$ cat src/rtl/matmul_sequencer.sv
// Address/control sequencer for one C = A x B pass over DIM x DIM row-major matrices.
// Issues operand reads, drives the MAC enables one cycle later and writes each C element.
module matmul_sequencer #(
  parameter int DIM = 4,
  parameter int AW  = 4
) (
  input  logic          clock,
  input  logic          reset_n,
  input  logic          start,
  input  logic          hold,
  input  logic          abort,
  output logic [AW-1:0] addr_a,
  output logic [AW-1:0] addr_b,
  output logic [AW-1:0] addr_c,
  output logic          mem_rd_en,
  output logic          mac_en,
  output logic          mac_clr,
  output logic          c_wr_en,
  output logic          busy,
  output logic          done,
  output logic [1:0]    status
);

  localparam int CW = (DIM < 2) ? 1 : $clog2(DIM);
  localparam logic [CW-1:0] LAST = CW'(DIM - 1);
  localparam logic [AW-1:0] DIM_A = AW'(DIM);

  typedef enum logic [2:0] {
    S_IDLE  = 3'd0,
    S_FETCH = 3'd1,
    S_DRAIN = 3'd2,
    S_WRITE = 3'd3,
    S_DONE  = 3'd4
  } state_t;

  state_t        state_q, state_d;
  logic [CW-1:0] i_q, i_d;
  logic [CW-1:0] j_q, j_d;
  logic [CW-1:0] k_q, k_d;
  logic [AW-1:0] addr_a_q, addr_b_q, addr_c_q;
  logic          mac_en_q, mac_en_d;
  logic          mac_clr_q, mac_clr_d;
  logic          rd_s, wr_s;
  logic [AW-1:0] a_idx_s, b_idx_s, c_idx_s;

  assign a_idx_s = AW'(i_q) * DIM_A + AW'(k_q);
  assign b_idx_s = AW'(k_q) * DIM_A + AW'(j_q);
  assign c_idx_s = AW'(i_q) * DIM_A + AW'(j_q);

  // Next-state, loop counters and read/write strobes.
  always_comb begin
    state_d = state_q;
    i_d     = i_q;
    j_d     = j_q;
    k_d     = k_q;
    rd_s    = 1'b0;
    wr_s    = 1'b0;
    case (state_q)
      S_IDLE: begin
        if (start) begin
          state_d = S_FETCH;
          i_d     = '0;
          j_d     = '0;
          k_d     = '0;
        end else begin
          state_d = S_IDLE;
        end
      end
      S_FETCH: begin
        // A read issued in the abort cycle still completes into the MAC.
        rd_s = ~hold;
        if (abort) begin
          state_d = S_IDLE;
          i_d     = '0;
          j_d     = '0;
          k_d     = '0;
        end else if (!hold) begin
          if (k_q == LAST) begin
            state_d = S_DRAIN;
            k_d     = '0;
          end else begin
            k_d = k_q + CW'(1);
          end
        end else begin
          state_d = S_FETCH;
        end
      end
      S_DRAIN: begin
        if (abort) begin
          state_d = S_IDLE;
          i_d     = '0;
          j_d     = '0;
          k_d     = '0;
        end else begin
          state_d = S_WRITE;
        end
      end
      S_WRITE: begin
        wr_s = 1'b1;
        k_d  = '0;
        if (abort) begin
          state_d = S_IDLE;
          i_d     = '0;
          j_d     = '0;
        end else if (j_q == LAST) begin
          j_d = '0;
          if (i_q == LAST) begin
            i_d     = '0;
            state_d = S_DONE;
          end else begin
            i_d     = i_q + CW'(1);
            state_d = S_FETCH;
          end
        end else begin
          j_d     = j_q + CW'(1);
          state_d = S_FETCH;
        end
      end
      S_DONE: begin
        state_d = S_IDLE;
      end
      default: begin
        state_d = S_IDLE;
        i_d     = '0;
        j_d     = '0;
        k_d     = '0;
      end
    endcase
  end

  // MAC controls trail the read by one cycle.
  always_comb begin
    mac_en_d  = rd_s;
    mac_clr_d = rd_s & (k_q == '0);
  end

  // Output decode; addresses fall back to their last qualified value.
  always_comb begin
    mem_rd_en = rd_s;
    c_wr_en   = wr_s;
    mac_en    = mac_en_q;
    mac_clr   = mac_clr_q;
    addr_a    = rd_s ? a_idx_s : addr_a_q;
    addr_b    = rd_s ? b_idx_s : addr_b_q;
    addr_c    = wr_s ? c_idx_s : addr_c_q;
    busy      = 1'b0;
    done      = 1'b0;
    status    = 2'b00;
    case (state_q)
      S_FETCH, S_DRAIN: begin
        busy   = 1'b1;
        status = 2'b01;
      end
      S_WRITE: begin
        busy   = 1'b1;
        status = 2'b10;
      end
      S_DONE: begin
        done   = 1'b1;
        status = 2'b11;
      end
      default: begin
        busy   = 1'b0;
        status = 2'b00;
      end
    endcase
  end

  // State, counters, held addresses and delayed MAC controls.
  always_ff @(posedge clock or negedge reset_n) begin
    if (!reset_n) begin
      state_q   <= S_IDLE;
      i_q       <= '0;
      j_q       <= '0;
      k_q       <= '0;
      addr_a_q  <= '0;
      addr_b_q  <= '0;
      addr_c_q  <= '0;
      mac_en_q  <= 1'b0;
      mac_clr_q <= 1'b0;
    end else begin
      state_q   <= state_d;
      i_q       <= i_d;
      j_q       <= j_d;
      k_q       <= k_d;
      addr_a_q  <= addr_a;
      addr_b_q  <= addr_b;
      addr_c_q  <= addr_c;
      mac_en_q  <= mac_en_d;
      mac_clr_q <= mac_clr_d;
    end
  end

endmodule

$ cat config.mk
export PLATFORM = sky130hd
export DESIGN_NAME = matmul_sequencer
export DESIGN_NICKNAME = d
export VERILOG_FILES = /design/src/rtl/matmul_sequencer.sv
export SDC_FILE = /design/constraint.sdc
export NUM_CORES = 1
export LEC_CHECK = 0
export ABC_AREA = 1
export BUFFER_PORTS_ARGS = -buffer_cell sky130_fd_sc_hd__buf_2
export CORE_MARGIN = 2
export CORE_UTILIZATION = 50
export DETAILED_ROUTE_END_ITERATION = 12
export PLACE_DENSITY = 0.74
export SLEW_MARGIN = 10
export SYNTH_ARGS = -nofsm -noshare
export SYNTH_HDL_FRONTEND = slang
export SYNTH_SLANG_ARGS = --single-unit
$ cat constraint.sdc
create_clock -name clock -period 2.5 [get_ports clock]
set_clock_uncertainty 0.1 [all_clocks]
set_input_delay 0.5 -clock clock [delete_from_list [all_inputs] [get_ports clock]]
set_output_delay 0.5 -clock clock [all_outputs]
set_load 0.005 [all_outputs]
==> results.md, run 1 <==
* Status: completed
* Vias in the first global route at 855
* Pre-antenna DRT Iters at 4
* Postcts setup bufs at 0
* Detailed Place HPWL at 1810 µm
* Routed wl met2 at 1240 µm
* Syn nets at 139
* Multi-input logic area at 474 µm²
* Final setup fails at 0
* Clk sink count at 23
* Final period util at 0.882
* DIE AREA at 2670 µm²
* Worst Hold Class: in -> async
* Die H at 51.6 µm
* Met3 wire length at 107 µm
* Setup slack on the worst flop-to-flop path at 1040 ps
* Most frequent cells in the layout: nand2_1 (40), buf_2 (24), dfrtp_1 (23), inv_1 (13), nor2_1 (10)
* Seq/Total Area, Yosys at 0.507
* Max-Cap Viols at 0
* Unique masters post-synth at 19
* LEAKAGE at 0.758 nW
* Root Buffer: clkbuf_4
* First-pass GRT wire length at 3750 µm
* Setup crit start: state_q[2]
* Met1 WL at 946 µm
* Worst skew pair latency at 310 ps
* Most common cell after layout, fill and taps aside: nand2_1
* RSZ-0062 raised after global routing: no
* TritonCTS clock tree: yes
* Initial antenna violation count at 0
* Initial core utilization at 0.523
* Crit path DAT at 1600 ps
* VDD IR max at 0.456 mV
* PnR Total Power at 1.06 mW
* Register area at 576 µm²
* Layout cells sized above 1 at 0.295
* CP required at 1900 ps
* Wire per inst at 12.6 µm
* CP endpoint: addr_c[3]
* GP Congestion at 0.816
* GRT Resource Usage Total at 0.192
* DR vias at 942
* Pin count of the biggest net entering global routing at 24
* DRT iter0 DRCs at 9
* Pins Over Slew Limit at 0
* Antenna cell count at 0
* DR top layer: met4
* Synth-to-Final Area Change at 14.7%
* Routed WL at 2310 µm
* Hold Slack at 27.0 ps
* F_max at 454 MHz
* Setup TNS Final at 0 ps
* Width of the chip at 51.6 µm
* Max clock buf depth at 2
* CP Max Fanout at 13
* Total number of yosys warnings at 0
* Gates resized, CTS repair at 0
* Reg-to-reg endpoint: i_q[1]
* Synthesized instance count at 130
* Setup CP Type: reg -> out
* Fill cell count at 197
* Antenna-violating nets left at 0
* GRT overflow at 0
* Total I/O pin count at 25
* CTS H-tree lvls at 1
* Reg2Reg Depth at 6
* Vias per inst at 5.12
* # rows at 17
* TritonCTS Buffers at 3
* Min Tclk post-route at 2200 ps
* Worst-path clk slew at 130 ps
* Critical Path Source Type: flip-flop
* #FFs+latches synth at 23
* Rel. slew slack at 0.670
* Hold Buf Count CTS at 0
* CP endpoint kind: output pin
* Syn avg cell area at 8.73 µm²
* R2R Path Start: state_q[2]
* PD cells at 816 nW/µm²
* Post-synth design cell area at 1130 µm²
* IO Port Bufs at 24
* Core footprint at 2170 µm²
* Nets at 166
* DRC violations left at 0
* Final-report hold violation count at 0
* Worst slew pin tran at 495 ps
[sequential cells by signal, summed over array words and instances (netlist names)]
signal,flops
addr_a_q,4
mac_en,1
mac_clr,1
addr_b_q,4
j_q,2
i_q,2
k_q,2
state_q,3
addr_c_q,4
[final cells by class]
type	count	share of cell area
Multi-Input combinational cell	87	0.364
Timing Repair Buffer	24	0.0923
Sequential cell	23	0.442
Clock buffer	3	0.0173
Clock inverter	1	0.00385
Inverter	18	0.0529
Tap cell	28	0.0269
[worst max-delay path: stages (launching register included)]
cell and delay (ps):
dfrtp_1 470, inv_2 140, nand3_2 230, o21ai_0 290
buf_2 160
[Yosys cell counts (all sizes together)]
| library cell | number | area, µm² |
|---|---|---|
| nand2 | 42 | 163 |
| dfrtp | 23 | 576 |
| inv | 17 | 63.8 |
| nor2 | 11 | 48.8 |
| nand3 | 10 | 75.1 |
| o21ai | 10 | 65.1 |
| nand4 | 6 | 37.5 |
| ha | 4 | 50.1 |
| nor3 | 3 | 15.0 |
| buf | 2 | 16.3 |
| clkinv | 1 | 5.00 |
| nand3b | 1 | 20.0 |
[where the power goes]
part	switching (mW)	internal [mW]
clock network	0.113	0.0598
registers	0.0486	0.444
logic	0.249	0.148
total	0.410	0.652
[cell families (layout without fill, tap and decap cells)]
kind of cell    Yosys count  in the layout  synth area share
simple gates             73             73             0.316
fa+ha+maj                 4              4            0.0441
flops                    23             23             0.507
compound gates           10             10            0.0573
buf+inv                  20             46            0.0750
[worst min path at each step]
stage                      startpoint          end  slack (ps)  cells past startpoint
after floorplan               reset_n  addr_a_q[0]         100                      0
after global placement    addr_b_q[1]  addr_b_q[1]         350                      2
after detailed placement  addr_b_q[1]  addr_b_q[1]         350                      2
after CTS                     reset_n      mac_clr          40                      1
after global routing          reset_n  addr_b_q[2]          60                      1
final                         reset_n       k_q[0]          30                      1
[metal layers]
layer,global-route usage,up-vias
met5,0,-
met4,0.0658,0
met3,0.0402,2
met2,0.353,23
met1,0.219,450
li1,-,467
[through the flow]
stage               setup slack [ps]  utilization  instances  cell area, µm²
detailed placement               616        0.587        180            1270
finish                           295        0.600        184            1300
global placement                 650        0.587        180            1270
global route                     116        0.600        184            1300
CTS                              277        0.600        184            1300
floorplan                        866            -        130            1130
Note: power is estimated with default switching activity, not from simulation.
==> inputs of run 2 (changes only) <==
- ABC_AREA: 1 -> not set
- CORE_MARGIN: 2 -> 4
- PLACE_DENSITY: 0.74 -> 0.75
==> run 2 against run 1 <==
Via count fell by 17%. Sequential cell count did not move. Synthesized cell count fell by 21%. Non-clock buffer count did not move. Critical endpoint is now addr_a[1]. Final cell count fell by 16%. Combinational power fell by 74%. Worst hold slack improved by 18 ps. Routed wire length fell by 12%. Sequential share of layout area rose by 1.8 points. First-iteration DRC count fell by 22%. Utilization rose by 1.8 points.
==> results.md, run 2 <==
* Status: completed
* Seq/Total Area, Yosys at 0.522 (+0.0144)
* First-pass GRT wire length at 3270 µm (-13%)
* Comb pwr share at 0.155 (-0.219)
* Dpl ws at 297 ps (-319 ps)
* CP endpoint kind: output pin
* RSZ-0062 raised after global routing: no
* Die H at 55.0 µm (+6.5%)
* Pin count of the biggest net entering global routing at 24 (unchanged)
* # rows at 16 (-1)
* Worst skew pair latency at 300 ps (about the same)
* Core footprint at 2020 µm² (-6.8%)
* Most frequent cells in the layout: nand2_1 (25), buf_2 (24), dfrtp_1 (23), nor2_1 (5)
* Number of enable flip-flop cells after synthesis at 0 (unchanged)
* Setup CP Type: reg -> out
* PD cells at 539 nW/µm² (-34%)
* Final-report hold violation count at 0 (unchanged)
* Worst-path clk slew at 120 ps (about the same)
* Antenna-violating nets left at 0 (unchanged)
* Rel. slew slack at 0.663 (-0.00689)
* F_max at 420 MHz (-7.5%)
* #FFs+latches synth at 23 (unchanged)
* Post-synth design cell area at 1100 µm² (-2.8%)
* Initial antenna violation count at 0 (unchanged)
* Share of the synthesized area in the top cell type at 0.522 (+0.0144)
* Max clock buf depth at 2 (unchanged)
* Synth-to-Final Area Change at 13.3%
* Leading post-synthesis cells by cell area: dfrtp_1 (52%), nand2_1 (8.5%), ha_1 (4.5%)
* Hold Slack at 44.8 ps (+17.8 ps)
* Register area at 576 µm² (unchanged)
* Critical Path Source Type: flip-flop
* Final period util at 0.953 (+0.0712)
* Wire per inst at 13.1 µm (+4.6%)
* Width of the chip at 55.0 µm (+6.5%)
* Syn avg cell area at 10.7 µm² (+23%)
* DRT iter0 DRCs at 7 (-2)
* Fill cell count at 185 (-6.1%)
* Antenna cell count at 0 (unchanged)
* Worst slew pin tran at 505 ps (+10.3 ps)
* DR vias at 781 (-17%)
* Clk sink count at 23 (unchanged)
* Total number of yosys warnings at 0 (unchanged)
* GRT overflow at 0 (unchanged)
* CP required at 1900 ps (about the same)
* TritonCTS clock tree: yes
* Postcts setup bufs at 0 (unchanged)
* PnR Total Power at 0.674 mW (-36%)
* GP Congestion at 0.808 (-1.1%)
* Syn nets at 112 (-19%)
* Total I/O pin count at 25 (unchanged)
* VDD IR max at 0.298 mV (-35%)
* Crit path DAT at 1780 ps (+180 ps)
* Pins Over Slew Limit at 0 (unchanged)
* Detailed Place HPWL at 1590 µm (-12%)
* LEAKAGE at 0.731 nW (-3.6%)
* Vias in the first global route at 739 (-14%)
* Most instantiated cells after synthesis: nand2_1 (25), dfrtp_1 (23), nor2_1 (5)
* TritonCTS Buffers at 3 (unchanged)
* Unique masters post-synth at 30 (+11)
* P_sw at 0.176 mW (-57%)
* Sequential power share at 0.601 (+0.137)
* Most common cell after layout, fill and taps aside: nand2_1
* GRT Resource Usage Total at 0.155 (-0.0373)
* Routed WL at 2020 µm (-12%)
* Worst Hold Class: in -> async
* Multi-input logic area at 463 µm² (-2.4%)
* Worst setup margin at 117 ps (-178 ps)
* Initial core utilization at 0.546 (+0.0227)
* Cell with the most instances after synthesis: nand2_1
* Reg2Reg Depth at 4 (-2)
* Nets at 137 (-17%)
* Root Buffer: clkbuf_4
* Vias per inst at 5.07 (-0.94%)
* Top flop regs: addr_a_q: 4 flops, addr_b_q: 4 flops, addr_c_q: 4 flops
* Synthesized instance count at 103 (-21%)
* Final setup fails at 0 (unchanged)
* Switching Fraction at 0.261 (-0.125)
* Cell taking the most area after synthesis: dfrtp_1
* Min Tclk post-route at 2380 ps (+178 ps)
* Cell area after layout at 1250 µm² (-3.9%)
* Max-Cap Viols at 0 (unchanged)
* Dpl cell area at 1220 µm² (-4.3%)
* CTS H-tree lvls at 1 (unchanged)
* IO Port Bufs at 24 (unchanged)
* DRC violations left at 0 (unchanged)
* CP Max Fanout at 9 (-4)
* Synth async-reset ratio at 1.00 (unchanged)
* Hold Buf Count CTS at 0 (unchanged)
* Pre-antenna DRT Iters at 4 (unchanged)
* Clk network pwr share at 0.243 (+0.080)
* Setup TNS Final at 0 ps (unchanged)
* Pint at 0.498 mW (-24%)
* Post-synth top flop: dfrtp_1
* DIE AREA at 3020 µm² (+13%)
* Layout cells sized above 1 at 0.291 (-0.00353)
## run 2: cell types whose count changed after synthesis, moves of 4 or more
cell	before	now
inv_2	4	0
nor2_1	10	5
o21ai_2	4	0
a22o_1	0	4
inv_1	13	4
mux2_2	0	4
nand2b_1	0	4
nand3_2	5	0
nand4_1	6	0
nand2_1	40	25
nand3_1	5	0
## run 2: kinds of logic (layout without fill, tap and decap cells)
| logic type | after synthesis | in the layout | share of synthesized area |
|---|---|---|---|
| AOI/OAI and AO/OA | 12 | 12 | 0.0862 |
| DFF | 23 | 23 | 0.522 |
| and+or+nand+nor | 47 | 47 | 0.209 |
| xor gates and xnor gates | 2 | 2 | 0.0159 |
| buffers and inverters | 9 | 33 | 0.0635 |
| adders and majority gates | 4 | 4 | 0.0454 |
| muxes | 6 | 6 | 0.0590 |
## run 2: layout make-up
| class | instances | share of cell area |
|---|---|---|
| well taps | 27 | 0.0270 |
| inverters | 5 | 0.0250 |
| flip-flops and latches | 23 | 0.460 |
| clock buffers | 4 | 0.0210 |
| multi-input cells | 71 | 0.370 |
| repair buffers | 24 | 0.0961 |
## run 2: layer usage
metal  vias to the layer above  wire, µm  GRT usage  share of wire
met4                         0        19     0.0729         0.0094
met5                         -         0          0              0
met2                        21      1030      0.262           0.51
met1                       365       884      0.197           0.44
li1                        393         -          -              -
met3                         2        86     0.0161          0.043
## run 2: repair_timing
item	4_1_cts	5_1_grt
endpoints found under the setup margin	8	0
resized for setup	1	0
endpoints found under the hold margin	0	0
## run 2: power groups by stage
| stage | clock (mW) | combinational [mW] | sequential, mW |
|---|---|---|---|
| 3_3_place_gp | 0 | 0.101 | 0.413 |
| 5_1_grt | 0.190 | 0.120 | 0.409 |
| 6_report | 0.164 | 0.105 | 0.405 |
| 3_5_place_dp | 0 | 0.105 | 0.413 |
| 2_1_floorplan | 0 | 0.0740 | 0.405 |
| 4_1_cts | 0.172 | 0.107 | 0.406 |
## run 2: per-stage QoR
stage | instances | utilization
global route | 154 | 0.618
CTS | 154 | 0.618
global placement | 150 | 0.603
floorplan | 103 | -
detailed placement | 150 | 0.603
finish | 154 | 0.618
## run 2: path summary, 6_finish.rpt
check                                  from           to  slack, ps
worst max-delay path             state_q[1]    addr_a[1]        120
worst min-delay path                reset_n      mac_clr         40
worst max register to register   state_q[1]       k_q[1]        830
worst min register to register  addr_b_q[0]  addr_b_q[0]        390
max in group asynchronous           reset_n  addr_a_q[2]       1910
min in group clock              addr_b_q[0]  addr_b_q[0]        390
## run 2: critical path: stages (launching register included)
cell and delay [ps]:
dfrtp_1 510, nand2b_4 200, or3_4 420, clkinv_8 90
nand2_1 60, nand2_1 90, buf_2 120
